## src/rtl/fifo_pkg.sv

```systemverilog
// Pointer helpers shared by the read- and write-side FIFO controllers.
// Functions work on a wide zero-extended value; callers truncate back to ADDRSIZE+1 bits.
package fifo_pkg;

  localparam int PTR_MAX = 32;

  typedef logic [PTR_MAX-1:0] ptr_t;

  function automatic int unsigned fifo_depth(input int unsigned addrsize);
    return 32'd1 << addrsize;
  endfunction

  function automatic ptr_t bin2gray(input ptr_t b);
    return b ^ (b >> 1);
  endfunction

  // Zero upper bits leave the prefix-XOR unchanged, so any pointer width decodes correctly.
  function automatic ptr_t gray2bin(input ptr_t g);
    ptr_t b;
    b[PTR_MAX-1] = g[PTR_MAX-1];
    for (int i = PTR_MAX - 2; i >= 0; i--) begin
      b[i] = b[i+1] ^ g[i];
    end
    return b;
  endfunction

endpackage

```

## src/rtl/gray_sync2.sv

```systemverilog
// Two-flop synchroniser for a Gray-coded pointer crossing into the clk domain.
module gray_sync2 #(
  parameter int WIDTH = 5
) (
  input  logic             clk,
  input  logic             rst,
  input  logic [WIDTH-1:0] d,
  output logic [WIDTH-1:0] q
);

  logic [WIDTH-1:0] meta;

  // NOTE: synchroniser flops get the async reset so both domains restart from pointer 0 together.
  always_ff @(posedge clk or posedge rst) begin
    if (rst) begin
      meta <= '0;
      q    <= '0;
    end else begin
      meta <= d;
      q    <= meta;
    end
  end

endmodule

```

## src/rtl/fifo_rd_ctrl.sv

```systemverilog
// Read-side pointer/flag controller of the dual-clock FIFO (rclk domain).
// Define FIFO_RD_WPTR_SYNC_EN to synchronise wptr_gray internally (adds 2 rclk of write visibility latency).
module fifo_rd_ctrl
  import fifo_pkg::*;
#(
  parameter int ADDRSIZE  = 4,
  parameter int AE_THRESH = 2
) (
  input  logic                rclk,
  input  logic                rst,
  input  logic                rd_en,
  input  logic [ADDRSIZE:0]   wptr_gray,
  output logic [ADDRSIZE-1:0] rd_addr,
  output logic [ADDRSIZE:0]   rptr_gray,
  output logic                empty,
  output logic                almost_empty,
  output logic [ADDRSIZE:0]   rd_level,
  output logic                underflow
);

  localparam int PW = ADDRSIZE + 1;
  localparam logic [ADDRSIZE:0] AE_LIMIT = PW'(AE_THRESH);

  logic [ADDRSIZE:0] wq;
  logic [ADDRSIZE:0] wbin;
  logic [ADDRSIZE:0] rbin;
  logic [ADDRSIZE:0] rbin_next;
  logic [ADDRSIZE:0] rgray_next;
  logic [ADDRSIZE:0] level_next;
  logic              rd_fire;

`ifdef FIFO_RD_WPTR_SYNC_EN
  gray_sync2 #(.WIDTH(PW)) u_wptr_sync (
    .clk (rclk),
    .rst (rst),
    .d   (wptr_gray),
    .q   (wq)
  );
`else
  assign wq = wptr_gray;
`endif

  // Registered empty gates the read, so nothing is consumed while empty is shown.
  assign rd_fire    = rd_en & ~empty;
  assign rbin_next  = rbin + {{ADDRSIZE{1'b0}}, rd_fire};
  assign rgray_next = PW'(bin2gray(ptr_t'(rbin_next)));
  assign wbin       = PW'(gray2bin(ptr_t'(wq)));
  assign level_next = wbin - rbin_next;
  assign rd_addr    = rbin[ADDRSIZE-1:0];

  // NOTE: sequential state uses non-blocking assignments so every flop samples pre-edge values.
  always_ff @(posedge rclk or posedge rst) begin
    if (rst) begin
      rbin         <= '0;
      rptr_gray    <= '0;
      rd_level     <= '0;
      empty        <= 1'b1;
      almost_empty <= 1'b1;
      underflow    <= 1'b0;
    end else begin
      rbin         <= rbin_next;
      rptr_gray    <= rgray_next;
      rd_level     <= level_next;
      empty        <= (rgray_next == wq);
      almost_empty <= (level_next <= AE_LIMIT);
      underflow    <= rd_en & empty;
    end
  end

endmodule

```

## config.mk

```make
export PLATFORM = sky130hd
export DESIGN_NAME = fifo_rd_ctrl
export DESIGN_NICKNAME = d
export VERILOG_FILES = /design/src/rtl/fifo_pkg.sv /design/src/rtl/gray_sync2.sv /design/src/rtl/fifo_rd_ctrl.sv
export SDC_FILE = /design/constraint.sdc
export NUM_CORES = 1
export LEC_CHECK = 0
export ABC_AREA = 1
export BUFFER_PORTS_ARGS = -buffer_cell sky130_fd_sc_hd__buf_2
export CAP_MARGIN = 20
export CORE_UTILIZATION = 50
export DETAILED_ROUTE_END_ITERATION = 10
export PLACE_DENSITY = 0.75
export SLEW_MARGIN = 0
export SYNTH_ARGS = -nofsm -noshare
export SYNTH_HDL_FRONTEND = slang
export SYNTH_SLANG_ARGS = --single-unit
```

## constraint.sdc

```tcl
create_clock -name rclk -period 2.5 [get_ports rclk]
set_input_delay 0.625 -clock rclk [delete_from_list [all_inputs] [get_ports rclk]]
set_output_delay 0.625 -clock rclk [all_outputs]
set_load 0.005 [all_outputs]
```

# Yosys cells after proc, flatten, opt, wreduce, memory -nomap -nowiden
# Cells that the tools add are included.
[word_totals]
ff_bits = 18
out_inout_bits = 17
wordCells = 18
[classes]
addsub = 2
order_cmp = 1
eq_ne = 1
bitwise_logic = 8
[op_table]
columns = ["cell", "n"]
rows = [
  ["$add 5x1->5", 1],
  ["$eq 5x5->1", 1],
  ["$le 5x2->1 const B", 1],
  ["$sub 5x5->5", 1],
  ["$xor 5x4->5", 1],
  ["$xor 1x1->1", 4],
  ["$and 1x1->1", 2],
  ["$not 1->1", 1],
]

# Longest topological paths before layout
[logic_depth]
depth_word = 6
ltp_mapped = 16

# Worst setup path before layout
# Ideal clock, no wire load.
[synth_path]
path_kind = "in2reg"
startpoint = "input port wptr_gray[3]"
endpoint = "register almost_empty"
setup_time_ns = 0.064
t_arrival_ns = 2.287
required_time_ns = 2.436
setup_slack_ns = 0.149
cell_stages = 14
path_cell_list = "inv_1 nand2_1 nand3_1 nand2_2 xor2_2 xor2_1 ha_1 inv_1 fa_1 inv_1 nor2_1 nor2_1 nand3_1 nor2_2"
[synth_via]
elab_chain_len = 6
[synth_rtl]
columns = ["item", "line", "source"]
rows = [
  ["from (decl)", "fifo_rd_ctrl.sv:12", "input logic [ADDRSIZE:0] wptr_gray,"],
  ["$xor 1x1->1 (*) (3 in series)", "fifo_pkg.sv:22", "b[i] = b[i+1] ^ g[i];"],
  ["$xor 1x1->1", "fifo_pkg.sv:22", ""],
  ["$sub 5x5->5 (*)", "fifo_rd_ctrl.sv:48", "assign level_next = wbin - rbin_next;"],
  ["via level_next[1]", "fifo_rd_ctrl.sv:29", "logic [ADDRSIZE:0] level_next;"],
  ["$le 5x2->1 (*)", "fifo_rd_ctrl.sv:65", "almost_empty <= (level_next <= AE_LIMIT);"],
  ["to (signal assigned)", "fifo_rd_ctrl.sv:65", ""],
  ["to (decl)", "fifo_rd_ctrl.sv:16", "output logic almost_empty,"],
]
# Mark *: on every way through the listed nets, which the timed path passes. The rest lies on a longest branch.

# Worst setup path in the final report
[layout_path]
startpoint = "input port wptr_gray[4]"
endpoint = "register almost_empty"
# The elaborated chain is that of the path after synthesis.

==> results_dict.tcl <==
set metrics [dict create \
    outcome "complete, no violations" \
    routed_via_density 4.84 \
    hp-class "in2async" \
    gp_congestion 0.785 \
    antenna_found_initial 0 \
    powerDensity_nw_per_um2 1230 \
    ys.warnings.count 0 \
    place_area_um2 1280 \
    synth_seq_area_share_pct 39.7 \
    routed_wl_um 2060 \
    die-area_um2 2340 \
    postCtsSetupBuffers 0 \
    synth_seq_cells 17 \
    grt_pass1_wl_um 3530 \
    cts_tree "built" \
    critPathMaxFanout 4 \
    cts_htree_levels 1 \
    synth.cell_area_um2 1080 \
    final_nets 185 \
    grt_max_degree 18 \
    p_leak_nw 0.758 \
    ant_nets 0 \
    rsz0062_at_grt "no" \
    slew_headroom_pct 58.0 \
    drt_iter0_drc 19 \
    setup_viol 0 \
    rows 16 \
    num_io_pins 25 \
    dp_cells 192 \
    cts_buffer_depth 2 \
    cts-resized-gates 0 \
    dr_total_vias 948 \
    worstSetupPathType "in2reg" \
    drc_errors 0 \
    syn_inst 135 \
    cpMaxStageDelayCell "fa_1" \
    maxCapViolations 0 \
    place_ws_ns -0.0758 \
    slowest_delay_ns 0.46 \
    syn_area_per_cell_um2 7.98 \
    crit_required_ns 2.74 \
    grt_pass1_vias 808 \
    post-route-util_pct 65.1 \
    area_growth_pct 20.9 \
    drv_slew 0 \
    fin_setup_tns_ns 0 \
    worstMarginPinSlew_ns 0.630 \
    path_delay_family "adder cells" \
    syn-num-nets 150 \
    power_mw 1.61 \
    fin_cells 196 \
    antenna_cells 0 \
    path_cells "buf_2, inv_2, nand2_1, nand3_2, nand2_2, xor2_2, xor2_1, ha_1, inv_1, fa_1, inv_1, nor2_1, nor2_1, nand3_1, nor2_2" \
    final_area_um2 1300 \
    hold_viol 0 \
    path_buf_inv 4 \
    coreArea_um2 2000 \
    root_buffer "clkbuf_4" \
    die_h_um 48.4 \
    startpoint_type "input port" \
    finalClockSkew_ns 0.00266 \
    firstDrtPassIters 4 \
    cts.sinks 17 \
    grt_remaining_overflow 0 \
    grt.total_usage_pct 19.7 \
    synth_cell_type_count 20 \
    worstPathArrival_ns 2.50 \
    period_needed_ns 2.26 \
    ir_drop_mv 0.683 \
    hold_slack_ns 0.394 \
    clkTransAtPathRegs_ns 0.10 \
    fin_ws_ns 0.237 \
    clk_latency_ns 0.29 \
    max_clock_freq_mhz 442 \
    fp.dieW_um 48.4 \
    start_util_pct 53.8 \
    drive_above_1_share_pct 37.9 \
    r2r_setup_slack_ns 0.38 \
    dpl.hpwl_um 1700 \
    finalCritPeriodShare_pct 90.5 \
    numCtsBuffers 3 \
    numPortBuffers 24 \
    wl_per_cell_um 10.5 \
    ctsHoldBuffers 0 \
    cp-end-kind "flop" \
]
## worst reg2reg max path, cell delays in order, from the launching register on
cell and delay [ns]:
dfstp_2 0.55, nor2_1 0.06, ha_1 0.32, ha_1 0.20
inv_1 0.08, fa_1 0.44, inv_1 0.07, nor2_1 0.03
nor2_1 0.11, nand3_1 0.09, nor2_2 0.11
## routing by layer
metal  GRT usage, %  vias up  part of all wire [%]
li1               -      486                     -
met1           26.8      429                    49
met2           32.4       31                    45
met3           3.14        2                   5.2
met4           5.88        0                  0.78
met5              0        -                     0
## kinds of logic after synthesis
family,synth area share (%)
compound gates,1.74
xor+xnor,3.95
fa+ha+maj,8.83
simple gates,37.7
buf+inv,8.01
flops,39.7
## worst paths after layout
check / startpoint / endpoint / cells after the start
max reg2reg: empty$_DFF_PP1_ / almost_empty$_DFF_PP1_ / 10
max in group asynchronous: rst / rptr_gray[1]$_DFF_PP0_ / 2
min: rst / rptr_gray[2]$_DFF_PP0_ / 2
max: wptr_gray[4] / almost_empty$_DFF_PP1_ / 15
min in group rclk: empty$_DFF_PP1_ / underflow$_DFF_PP0_ / 2
min reg2reg: empty$_DFF_PP1_ / underflow$_DFF_PP0_ / 2
## sequential cells by signal (all words and copies together) (netlist names)
signal        flops
rbin              5
rd_level          5
rptr_gray         4
almost_empty      1
empty             1
underflow         1
## synth_stat cells
| master | count | area share [%] |
|---|---|---|
| nand2_4 | 1 | 1.0 |
| inv_2 | 2 | 0.70 |
| nand2_1 | 36 | 13 |
| a21oi_1 | 2 | 0.93 |
| xor2_2 | 1 | 1.5 |
| nand3_2 | 2 | 1.9 |
| dfstp_2 | 2 | 4.9 |
| buf_4 | 1 | 0.70 |
| xor2_1 | 3 | 2.4 |
| nand3b_1 | 1 | 0.70 |
| inv_1 | 19 | 6.6 |
| dfrtp_1 | 15 | 35 |
| o21ai_2 | 1 | 0.81 |
| nand3_1 | 14 | 6.5 |
| nor2_1 | 5 | 1.7 |
| fa_1 | 1 | 1.9 |
| nand2_2 | 17 | 9.9 |
| ha_1 | 6 | 7.0 |
| nor2_2 | 4 | 2.3 |
| nand4_1 | 2 | 1.2 |
## report_power, final
group	switching (mW)	leakage [nW]	internal [mW]
sequential	0.0796	0.204	0.408
clock	0.0882	0.0150	0.0621
combinational	0.582	0.539	0.387
## layout make-up
class | count | area [um2]
clock buffer | 4 | 26.3
multi-input combinational | 96 | 563
tap | 27 | 33.8
timing repair buffer | 31 | 173
sequential | 17 | 428
inverter | 21 | 78.8
fill | 180 | 699
## placed cells by master (no fill, tap or decap), drive strengths merged
| cell type | instances |
|---|---|
| nand2 | 54 |
| buf | 31 |
| inv | 21 |
| nand3 | 16 |
| dfrtp | 15 |
| nor2 | 9 |
| ha | 6 |
| xor2 | 4 |
| clkbuf | 4 |
| nand4 | 2 |
| a21oi | 2 |
| dfstp | 2 |
| o21ai | 1 |
| nand3b | 1 |
| fa | 1 |
(Power assumes the default switching activity.)
